[src/rtl/eth_pkg.sv]
// Shared constants, header lengths and parser state encoding for the
// nibble-fed Ethernet/IPv4/UDP receive path.
package eth_pkg;

  localparam logic [7:0]  PREAMBLE_BYTE  = 8'h55;
  localparam logic [7:0]  SFD_BYTE       = 8'hD5;
  localparam logic [15:0] ETHERTYPE_IPV4 = 16'h0800;
  localparam logic [7:0]  IP_PROTO_UDP   = 8'h11;
  localparam logic [7:0]  IP_VER_IHL5    = 8'h45;

  localparam int PREAMBLE_LEN = 8;
  localparam int ETH_HEAD_LEN = 14;
  localparam int IP_HEAD_LEN  = 20;
  localparam int UDP_HEAD_LEN = 8;

  localparam logic [15:0] IP_UDP_HDR_BYTES = 16'(IP_HEAD_LEN + UDP_HEAD_LEN);

  typedef enum logic [2:0] {
    S_IDLE     = 3'd0,
    S_PREAMBLE = 3'd1,
    S_ETH_HEAD = 3'd2,
    S_IP_HEAD  = 3'd3,
    S_UDP_HEAD = 3'd4,
    S_RX_DATA  = 3'd5,
    S_REJECT   = 3'd6
  } rx_state_t;

  // Byte idx of a 48-bit field in wire order (idx 0 = most significant byte).
  function automatic logic [7:0] byte_of48(input logic [47:0] v, input logic [2:0] idx);
    logic [47:0] s;
    s = v << {idx, 3'b000};
    return s[47:40];
  endfunction

  function automatic logic [7:0] byte_of32(input logic [31:0] v, input logic [1:0] idx);
    logic [31:0] s;
    s = v << {idx, 3'b000};
    return s[31:24];
  endfunction

endpackage

[src/rtl/nibble_to_byte.sv]
// Pairs MII receive nibbles into bytes; the pairing phase restarts whenever
// rxdv is low so every frame starts on a byte boundary.
module nibble_to_byte (
  input  logic       clk,
  input  logic       rst_n,
  input  logic       rxdv,
  input  logic [3:0] nibble,
  output logic [7:0] rx_byte,
  output logic       byte_valid
);

  logic       toggle_q, toggle_d;
  logic [3:0] low_q, low_d;

  always_comb begin
    toggle_d = rxdv ? ~toggle_q : 1'b0;
    low_d    = (rxdv && !toggle_q) ? nibble : low_q;
  end

  always_ff @(posedge clk or negedge rst_n) begin
    if (!rst_n) begin
      toggle_q <= 1'b0;
      low_q    <= 4'h0;
    end else begin
      toggle_q <= toggle_d;
      low_q    <= low_d;
    end
  end

  // The byte is presented in the cycle its high nibble is on the pins.
  assign byte_valid = rxdv & toggle_q;
  assign rx_byte    = {nibble, low_q};

endmodule

[src/rtl/ip_udp_rx_nibble.sv]
// Ethernet/IPv4/UDP receive parser: filters on MAC/IP, strips headers and
// emits the UDP payload as big-endian 32-bit words.
module ip_udp_rx_nibble
  import eth_pkg::*;
#(
  parameter logic [47:0] BOARD_MAC = 48'h12_34_56_78_9A_BC,
  parameter logic [31:0] BOARD_IP  = {8'd169, 8'd254, 8'd1, 8'd23}
) (
  input  logic        sys_clk,
  input  logic        sys_rst_n,
  input  logic        eth_rxdv,
  input  logic [3:0]  eth_rx_data,
  output logic        rec_data_en,
  output logic [31:0] rec_data,
  output logic        rec_end,
  output logic [15:0] rec_data_num,
  output logic [2:0]  dbg_state
);

  localparam logic [15:0] PRE_LAST = 16'(PREAMBLE_LEN - 1);
  localparam logic [15:0] ETH_LAST = 16'(ETH_HEAD_LEN - 1);
  localparam logic [15:0] IP_LAST  = 16'(IP_HEAD_LEN - 1);
  localparam logic [15:0] UDP_LAST = 16'(UDP_HEAD_LEN - 1);

  logic [7:0]  rx_byte;
  logic        byte_valid;

  rx_state_t   state_q, state_d;
  logic [15:0] cnt_q, cnt_d;
  logic        rxdv_q, rxdv_d;
  logic        mac_me_q, mac_me_d;
  logic        mac_bc_q, mac_bc_d;
  logic        hdr_ok_q, hdr_ok_d;
  logic [15:0] total_len_q, total_len_d;
  logic [31:0] word_q, word_d;
  logic [31:0] rec_data_q, rec_data_d;
  logic [15:0] rec_data_num_q, rec_data_num_d;
  logic        rec_data_en_q, rec_data_en_d;
  logic        rec_end_q, rec_end_d;

  logic        field_ok;
  logic [15:0] cnt_inc;
  logic [15:0] pay_len;
  logic [31:0] lane_word;
  logic [31:0] packed_word;
  logic        last_pay;

  nibble_to_byte u_nibble_to_byte (
    .clk        (sys_clk),
    .rst_n      (sys_rst_n),
    .rxdv       (eth_rxdv),
    .nibble     (eth_rx_data),
    .rx_byte    (rx_byte),
    .byte_valid (byte_valid)
  );

  always_comb begin
    state_d        = state_q;
    cnt_d          = cnt_q;
    rxdv_d         = eth_rxdv;
    mac_me_d       = mac_me_q;
    mac_bc_d       = mac_bc_q;
    hdr_ok_d       = hdr_ok_q;
    total_len_d    = total_len_q;
    word_d         = word_q;
    rec_data_d     = rec_data_q;
    rec_data_num_d = rec_data_num_q;
    rec_data_en_d  = 1'b0;
    rec_end_d      = 1'b0;
    field_ok       = 1'b1;
    cnt_inc        = cnt_q + 16'd1;
    pay_len        = total_len_q - IP_UDP_HDR_BYTES;
    // Payload byte k lands in lane k%4; lane 0 starts a fresh, zero-filled word.
    lane_word      = {rx_byte, 24'h000000} >> {cnt_q[1:0], 3'b000};
    packed_word    = (cnt_q[1:0] == 2'd0) ? lane_word : (word_q | lane_word);
    last_pay       = (cnt_inc == rec_data_num_q);

    if (!eth_rxdv) begin
      state_d = S_IDLE;
      cnt_d   = '0;
    end else begin
      case (state_q)
        S_IDLE: begin
          if (!rxdv_q) begin
            state_d = S_PREAMBLE;
            cnt_d   = '0;
          end
        end

        S_PREAMBLE: begin
          if (byte_valid) begin
            if (cnt_q == PRE_LAST) begin
              cnt_d = '0;
              if (rx_byte == SFD_BYTE) begin
                state_d  = S_ETH_HEAD;
                mac_me_d = 1'b1;
                mac_bc_d = 1'b1;
                hdr_ok_d = 1'b1;
              end else begin
                state_d = S_REJECT;
              end
            end else if (rx_byte != PREAMBLE_BYTE) begin
              state_d = S_REJECT;
              cnt_d   = '0;
            end else begin
              cnt_d = cnt_inc;
            end
          end
        end

        S_ETH_HEAD: begin
          if (byte_valid) begin
            if (cnt_q < 16'd6) begin
              mac_me_d = mac_me_q & (rx_byte == byte_of48(BOARD_MAC, cnt_q[2:0]));
              mac_bc_d = mac_bc_q & (rx_byte == 8'hFF);
            end
            if (cnt_q == 16'd12) field_ok = (rx_byte == ETHERTYPE_IPV4[15:8]);
            if (cnt_q == ETH_LAST) field_ok = (rx_byte == ETHERTYPE_IPV4[7:0]);
            hdr_ok_d = hdr_ok_q & field_ok;
            if (cnt_q == ETH_LAST) begin
              cnt_d    = '0;
              state_d  = (hdr_ok_d && (mac_me_q || mac_bc_q)) ? S_IP_HEAD : S_REJECT;
              hdr_ok_d = 1'b1;
            end else begin
              cnt_d = cnt_inc;
            end
          end
        end

        S_IP_HEAD: begin
          if (byte_valid) begin
            case (cnt_q)
              16'd0:  field_ok = (rx_byte == IP_VER_IHL5);
              16'd2:  total_len_d[15:8] = rx_byte;
              16'd3:  total_len_d[7:0]  = rx_byte;
              16'd9:  field_ok = (rx_byte == IP_PROTO_UDP);
              16'd16, 16'd17, 16'd18, 16'd19:
                field_ok = (rx_byte == byte_of32(BOARD_IP, cnt_q[1:0]));
              default: ;
            endcase
            hdr_ok_d = hdr_ok_q & field_ok;
            if (cnt_q == IP_LAST) begin
              cnt_d   = '0;
              state_d = hdr_ok_d ? S_UDP_HEAD : S_REJECT;
            end else begin
              cnt_d = cnt_inc;
            end
          end
        end

        S_UDP_HEAD: begin
          if (byte_valid) begin
            if (cnt_q == UDP_LAST) begin
              cnt_d = '0;
              if (total_len_q > IP_UDP_HDR_BYTES) begin
                state_d        = S_RX_DATA;
                rec_data_num_d = pay_len;
              end else begin
                // Empty or malformed datagram: nothing to deliver.
                state_d = S_REJECT;
                if (total_len_q == IP_UDP_HDR_BYTES) rec_data_num_d = '0;
              end
            end else begin
              cnt_d = cnt_inc;
            end
          end
        end

        S_RX_DATA: begin
          if (byte_valid) begin
            word_d = packed_word;
            if (cnt_q[1:0] == 2'd3 || last_pay) begin
              rec_data_en_d = 1'b1;
              rec_data_d    = packed_word;
            end
            if (last_pay) begin
              rec_end_d = 1'b1;
              state_d   = S_REJECT;
              cnt_d     = '0;
            end else begin
              cnt_d = cnt_inc;
            end
          end
        end

        S_REJECT: ;

        default: begin
          state_d = S_IDLE;
          cnt_d   = '0;
        end
      endcase
    end
  end

  always_ff @(posedge sys_clk or negedge sys_rst_n) begin
    if (!sys_rst_n) begin
      state_q        <= S_IDLE;
      cnt_q          <= '0;
      // Treat rxdv as already high so a frame in flight at release is skipped.
      rxdv_q         <= 1'b1;
      mac_me_q       <= 1'b0;
      mac_bc_q       <= 1'b0;
      hdr_ok_q       <= 1'b0;
      total_len_q    <= '0;
      word_q         <= '0;
      rec_data_q     <= '0;
      rec_data_num_q <= '0;
      rec_data_en_q  <= 1'b0;
      rec_end_q      <= 1'b0;
    end else begin
      state_q        <= state_d;
      cnt_q          <= cnt_d;
      rxdv_q         <= rxdv_d;
      mac_me_q       <= mac_me_d;
      mac_bc_q       <= mac_bc_d;
      hdr_ok_q       <= hdr_ok_d;
      total_len_q    <= total_len_d;
      word_q         <= word_d;
      rec_data_q     <= rec_data_d;
      rec_data_num_q <= rec_data_num_d;
      rec_data_en_q  <= rec_data_en_d;
      rec_end_q      <= rec_end_d;
    end
  end

  assign rec_data_en  = rec_data_en_q;
  assign rec_data     = rec_data_q;
  assign rec_end      = rec_end_q;
  assign rec_data_num = rec_data_num_q;
  assign dbg_state    = state_q;

endmodule

[config.mk]
export PLATFORM = sky130hd
export DESIGN_NAME = ip_udp_rx_nibble
export DESIGN_NICKNAME = d
export VERILOG_FILES = /design/src/rtl/eth_pkg.sv /design/src/rtl/nibble_to_byte.sv /design/src/rtl/ip_udp_rx_nibble.sv
export SDC_FILE = /design/constraint.sdc
export NUM_CORES = 1
export LEC_CHECK = 0
export ABC_AREA = 1
export BUFFER_PORTS_ARGS = -buffer_cell sky130_fd_sc_hd__buf_2
export CAP_MARGIN = 5
export CORE_UTILIZATION = 54
export DETAILED_ROUTE_END_ITERATION = 8
export HOLD_SLACK_MARGIN = 0.05
export PLACE_DENSITY = 0.85
export SLEW_MARGIN = 5
export SYNTH_ARGS = -nofsm -noshare
export SYNTH_HDL_FRONTEND = slang
export SYNTH_SLANG_ARGS = --single-unit
[constraint.sdc]
create_clock -name sys_clk -period 2.9 [get_ports sys_clk]
set_clock_uncertainty 0.1 [all_clocks]
set_input_delay 0.435 -clock sys_clk [delete_from_list [all_inputs] [get_ports sys_clk]]
set_output_delay 0.435 -clock sys_clk [all_outputs]
set_load 0.02 [all_outputs]
# Yosys cells after proc, flatten, opt, wreduce, memory -nomap -nowiden
# Index checks and enable logic that the tools add are counted.
word_totals:
  elab_cells: 162
  output_inout_bits: 53
  reg_bits: 126
  inputBits: 7
op_classes:
  reduce_logical: 22
  n_lt_le_gt_ge: 2
  eq_ne: 45
  mux: 66
  add_sub_neg: 2
  shift: 3
  n_bitwise: 7
ops:
  columns: ["cell", "count"]
  rows:
  - ["16-bit 2-to-1 mux", 15]
  - ["16-bit case mux with 7 select lines", 1]
  - ["16-bit by 5-bit equality test with 1-bit output, second input constant", 5]
  - ["16-bit by 4-bit equality test with 1-bit output, second input constant", 3]
  - ["45-bit by 6-bit left shift with 48-bit output, first input constant", 1]
  - ["3-bit 2-to-1 mux", 15]
  - ["16-bit by 2-bit equality test with 1-bit output, second input constant", 2]
  - ["32-bit 2-to-1 mux", 1]
  - ["32-bit bitwise OR", 1]
  - ["32-bit by 5-bit left shift with 32-bit output, first input constant", 1]
  - ["32-bit by 5-bit >> shifter with 32-bit output", 1]
  - ["3-bit != test, second input constant", 10]
  - ["1-bit 2-to-1 mux", 27]
  - ["3-bit case mux with 7 select lines", 1]
  - ["7-bit AND reduction", 3]
  - ["16-bit by 1-bit adder with 16-bit output, second input constant", 1]
  - ["16-bit equality test", 1]
  - ["16-bit by 3-bit equality test with 1-bit output, second input constant", 1]
  - ["8-bit equality test", 2]
  - ["8-bit equality test, second input constant", 2]
  - ["16-bit by 5-bit > comparator with 1-bit output, second input constant", 1]
  - ["16-bit zero test", 1]
  - ["16-bit by 3-bit less-than comparator with 1-bit output, second input constant", 1]
  - ["16-bit by 5-bit subtractor with 16-bit output, second input constant", 1]
  - ["other kinds (28)", 49]

# Longest topological paths before layout
logic_depth:
  word_depth: 13
  depth_mapped: 22
  mapped_depth_nobuf: 18

# Modules after synthesis
# From an unflattened synthesis, not the netlist that was laid out.
unflattened:
  cells_unflattened: 950
  hier_area_um2: 7124.3
by_module_without_submodules:
  columns: ["module", "seq_area_each_um2", "area_each_um2", "cells_each", "instances"]
  rows:
  - ["ip_udp_rx_nibble", 3029.2, 6897.9, 924, 1]
  - ["nibble_to_byte", 125.1, 226.5, 26, 1]

# Worst setup path before layout
# No wires, ideal clock.
synth_path:
  path_kind: "register -> register"
  from: "register cnt_q[1]"
  to: "register state_q[1] (netlist: dbg_state[1])"
  slack_ns: -0.169
  setup_ns: 0.117
  synth_period_minus_slack_ns: 3.069
  required_ns: 2.683
  stages_incl_launch_ff: 21
  path_buffers: 4
  arrival_time_ns: 2.852
  cell_sequence: "dfrtp_1 clkbuf_1 inv_1 clkbuf_1 clkbuf_1 ha_1 clkbuf_1 nor2_1 a21oi_1 inv_1 nor2_1 nand3_1 xor2_1 nor2_1 nand2_1 nand2_1 nand2_1 nand2_1 nand2_1 nand2_1 nand2_1"
synth_between:
  elab_chain_cells: 12
  word_cells_on_any_way: 31
  classes_between: "add/sub (1); eq/ne (14); shift (1); mux (11); bitwise (1); reduce/logical (3)"
synth_rtl:
  columns: ["element", "line_no", "source"]
  rows:
  - ["start: declaration", "ip_udp_rx_nibble.sv:29", "logic [15:0] cnt_q, cnt_d;"]
  - ["start signal: assignment", "ip_udp_rx_nibble.sv:213", "cnt_q <= cnt_d;"]
  - ["32-bit by 5-bit left shift with 32-bit output (tied with other cells)", "eth_pkg.sv:37", "s = v << {idx, 3'b000};"]
  - ["8-bit equality test / 4-bit OR reduction (equally long branches)", "ip_udp_rx_nibble.sv:138, ip_udp_rx_nibble.sv:132", null]
  - ["1-bit case mux with 3 select lines", "ip_udp_rx_nibble.sv:132", "case (cnt_q)"]
  - ["1-bit 2-to-1 mux", "ip_udp_rx_nibble.sv:131", "if (byte_valid) begin"]
  - ["1-bit 2-to-1 mux", "ip_udp_rx_nibble.sv:82", "case (state_q)"]
  - ["1-bit 2-to-1 mux", "ip_udp_rx_nibble.sv:78", "if (!eth_rxdv) begin"]
  - ["1-bit bitwise AND", "ip_udp_rx_nibble.sv:141", "hdr_ok_d = hdr_ok_q & field_ok;"]
  - ["2-bit 2-to-1 mux", "ip_udp_rx_nibble.sv:144", "state_d = hdr_ok_d ? S_UDP_HEAD : S_REJECT;"]
  - ["3-bit 2-to-1 mux", "ip_udp_rx_nibble.sv:142", "if (cnt_q == IP_LAST) begin"]
  - ["3-bit 2-to-1 mux", "ip_udp_rx_nibble.sv:131", null]
  - ["3-bit case mux with 7 select lines", "ip_udp_rx_nibble.sv:82", null]
  - ["3-bit 2-to-1 mux", "ip_udp_rx_nibble.sv:78", null]
  - ["end signal: assignment", "ip_udp_rx_nibble.sv:212", "state_q <= state_d;"]
  - ["end: declaration", "ip_udp_rx_nibble.sv:28", "rx_state_t state_q, state_d;"]
# Several ways; a longest one is shown, not always the timed one. The select of a mux whose other input is x is not followed.
# A chain may end at the register's enable or synchronous reset.

# Worst setup path in the final report
layout_path:
  from: "register cnt_q[1]"
  to: "register rec_data_q[11] (netlist: rec_data[11])"
layout_between:
  elab_chain_cells: 4
  word_cells_on_any_way: 9
  classes_between: "add/sub (1); eq/ne (2); shift (1); mux (1); bitwise (1); reduce/logical (3)"
layout_rtl:
  columns: ["element", "line_no", "source"]
  rows:
  - ["16-bit by 1-bit adder with 16-bit output", "ip_udp_rx_nibble.sv:71", "cnt_inc = cnt_q + 16'd1;"]
  - ["16-bit equality test", "ip_udp_rx_nibble.sv:76", "last_pay = (cnt_inc == rec_data_num_q);"]
  - ["1-bit logical OR", "ip_udp_rx_nibble.sv:172", "if (cnt_q[1:0] == 2'd3 || last_pay) begin"]
  - ["4-bit AND reduction (no source line)", null, null]
  - ["end signal: assignment", "ip_udp_rx_nibble.sv:220", "rec_data_q <= rec_data_d;"]
  - ["end: declaration", "ip_udp_rx_nibble.sv:36", "logic [31:0] rec_data_q, rec_data_d;"]
# Several ways; a longest one is shown, not always the timed one.

==> metrics <==
GPL Wtd Cong=between 0.9 and 1; core area=12600 um^2; Post-Place Cells=1150; DIE WIDTH=116 um; CTS Buffer Depth=2; final hold viol count=0; Critical R2R Launch=cnt_q[1]; Post-Syn Area=6980 um^2; top_reg_cell synth=dfrtp_1; IO Count=60; share of cells above drive strength 1=0.127; die area=13400 um^2; Worst Setup End Kind=register; area share of fa/ha/maj cells after synthesis=0.0108; initial core utilization=0.553; Routed wire per std cell=15.8 um; Simple-Gate Fraction of Synth Area=0.306; Row Count=41; die height=116 um; final setup fails=0; most numerous cell in the Yosys netlist=nand2_1; Area contributors post-synth=dfrtp_1 (45%), nand2_1 (15%), nand3_1 (6.6%), o21ai_0 (6.1%), inv_1 (5.3%); VDD IR max=0.511 mV; multi-input logic area=~3300 um^2; Lkg Pwr=4.15 nW; vias in the first global route=between 6000 and 7000; post-route cell area=approximately 8200 um^2; cell count after synthesis=approximately 940; total number of vias=6770; non-filler cells, final=~1200; FF-to-FF path depth=13; syn_nets=949; setup TNS=0 ns; Clock Root Buffer=clkbuf_16; Vias/cell=5.73; final wirelength=18700 um; DP Area=approximately 7500 um^2; Tot GR Track Use=0.302; area share of xor/xnor cells in the synthesized design=0.0213; main combinational cell family by area after synthesis=simple AND/OR/NAND/NOR gates; Detail Route Antenna Nets=0; Hold Path End=rxdv_q; FF+latch count, synth=126; final setup margin=0.226 ns; Crit Path Class=register to register; worst hold path type=input port to register; initial antenna violation count=0; Mean Syn Cell Area=7.46 um^2; Yosys Warn Count=0; largest net degree at the start of global routing=87; R2R Setup Slk=0.23 ns; post-route minimum period=between 2 and 3 ns; FMAX=374 MHz; Post-synth EDFFs=0; Rel. slew slack=0.478; initial DRC count=545; ys async rst share=1.00; FF+latch area=3150 um^2; # clock sinks=126; Slew Viols, Final=0; Detailed Routing Iterations Pass 1=6; Synth area leader=dfrtp_1; FILL cells=~1100; Clk pin slew, worst setup/hold paths=0.06 ns; # port buffers=59; Synth top area share=0.448; Skew-Pair Late Insertion Delay=0.42 ns; Tcrit/Tclk final=0.922; DP HPWL=~13000 um; post-synth cell types=43; Worst R2R End=rec_data[11]; CTS tree=built; post-synthesis mux area share=0; status=finished, final reports clean; Cell Pwr Density=753 nW/um^2; nets@finish=1011; CTS buffer count=17; slew at the pin with the worst max-slew slack=0.781 ns; CP startpoint kind=register; H-tree Lvls=4; diodes inserted=0; top cells by count, synth=nand2_1 (280), dfrtp_1 (125), inv_1 (98); drt drc=0; Critical Path AT=2.88 ns; fin util=0.648; Place WS=0.246 ns; Area Growth Syn to Fin=17.2%; max_cap viols=0; total power=slightly above 6 mW; hold wc startpoint=eth_rxdv; post-synthesis sequential area ratio=0.452; hold slack=0.0731 ns; Worst Path Required=between 3 and 4 ns; CP Max Fanout=24; Compound-Gate Fraction of Synth Area=0.130; global-route wire length before repair=31000 um; unrepaired setup endpoints after global routing=no; Overflow after GRT=0; hold depth=1
[layer usage]
layer,part of all wire,global-route usage,vias up
met4,0.035,0.153,0
met3,0.064,0.0581,56
met5,0,0,-
met1,0.43,0.388,3194
li1,-,-,3227
met2,0.47,0.489,293
[sequential cells by signal, summed over array words and instances, names as in the netlist]
register / count
cnt_q: 16
dbg_state: 3
hdr_ok_q: 1
mac_bc_q: 1
mac_me_q: 1
rec_data: 32
rec_data_en: 1
rec_data_num: 16
rec_end: 1
rxdv_q: 1
total_len_q: 16
u_nibble_to_byte.low_q: 4
u_nibble_to_byte.toggle_q: 1
word_q: 32
[worst max-delay path: stages, from the launching register on]
cell and delay [ns]:
dfrtp_1 0.39, ha_1 0.25, nand3_1 0.16, nor2_1 0.17
nand2_1 0.06, nand2_1 0.13, nor2_1 0.08, nand3b_1 0.15
a21oi_1 0.20, nor3b_2 0.24, nand3_2 0.15, buf_4 0.27
nand3_1 0.10, nand2_1 0.07
[what timing repair did]
action / CTS / global route
gates resized for setup: 0 / 2
setup buffers: 0 / 0
hold buffers: 1 / 0
setup endpoints to repair: 0 / 7
endpoints found under the hold margin: 19 / 0
[layout by cell type, fill, tap and decap left out, types with 6 or more instances in the layout]
cell type	count
clkbuf_16	17
nor3_1	10
ha_1	6
xnor2_1	6
a21oi_1	9
o32ai_1	32
nand3_1	92
nand4_1	21
nor2_1	69
inv_1	98
buf_2	58
o21ai_0	85
buf_4	22
nand2_1	280
nand3b_1	6
xor2_1	11
dfrtp_1	125
o21ai_1	9
[final cells by class]
| cell class | count | share of cell area |
|---|---|---|
| Multi-Input combinational cell | 668 | 0.400 |
| Sequential cell | 126 | 0.385 |
| Timing Repair Buffer | 83 | 0.0618 |
| Clock buffer | 22 | 0.0604 |
| Inverter | 102 | 0.0468 |
| Tap cell | 172 | 0.0263 |
| Clock inverter | 9 | 0.0191 |
[how the worst max path moves through the flow]
stage                  start      endpoint  slack, ns  depth (start not counted)
finish              cnt_q[1]  rec_data[11]       0.23                         13
global route        cnt_q[0]  rec_data[10]       0.02                         13
CTS                 cnt_q[1]      cnt_q[0]       0.20                         14
detailed placement  cnt_q[1]      cnt_q[0]       0.25                         15
global placement    cnt_q[1]      cnt_q[0]       0.29                         14
floorplan           cnt_q[0]  dbg_state[1]       0.01                         19
[where the power goes]
| group | total, mW | internal [mW] | switching (mW) |
|---|---|---|---|
| logic | 1.64 | 0.538 | 1.11 |
| clock network | 2.33 | 1.55 | 0.785 |
| registers | 2.19 | 2.04 | 0.145 |
[cell families (layout without fill, tap and decap cells)]
logic type,after synthesis,after routing
compound gates,149,149
xor+xnor,17,17
fa+ha+maj,6,6
buf+inv,142,216
flops,126,126
simple gates,496,496
Note: power is estimated with default switching activity, not from simulation.
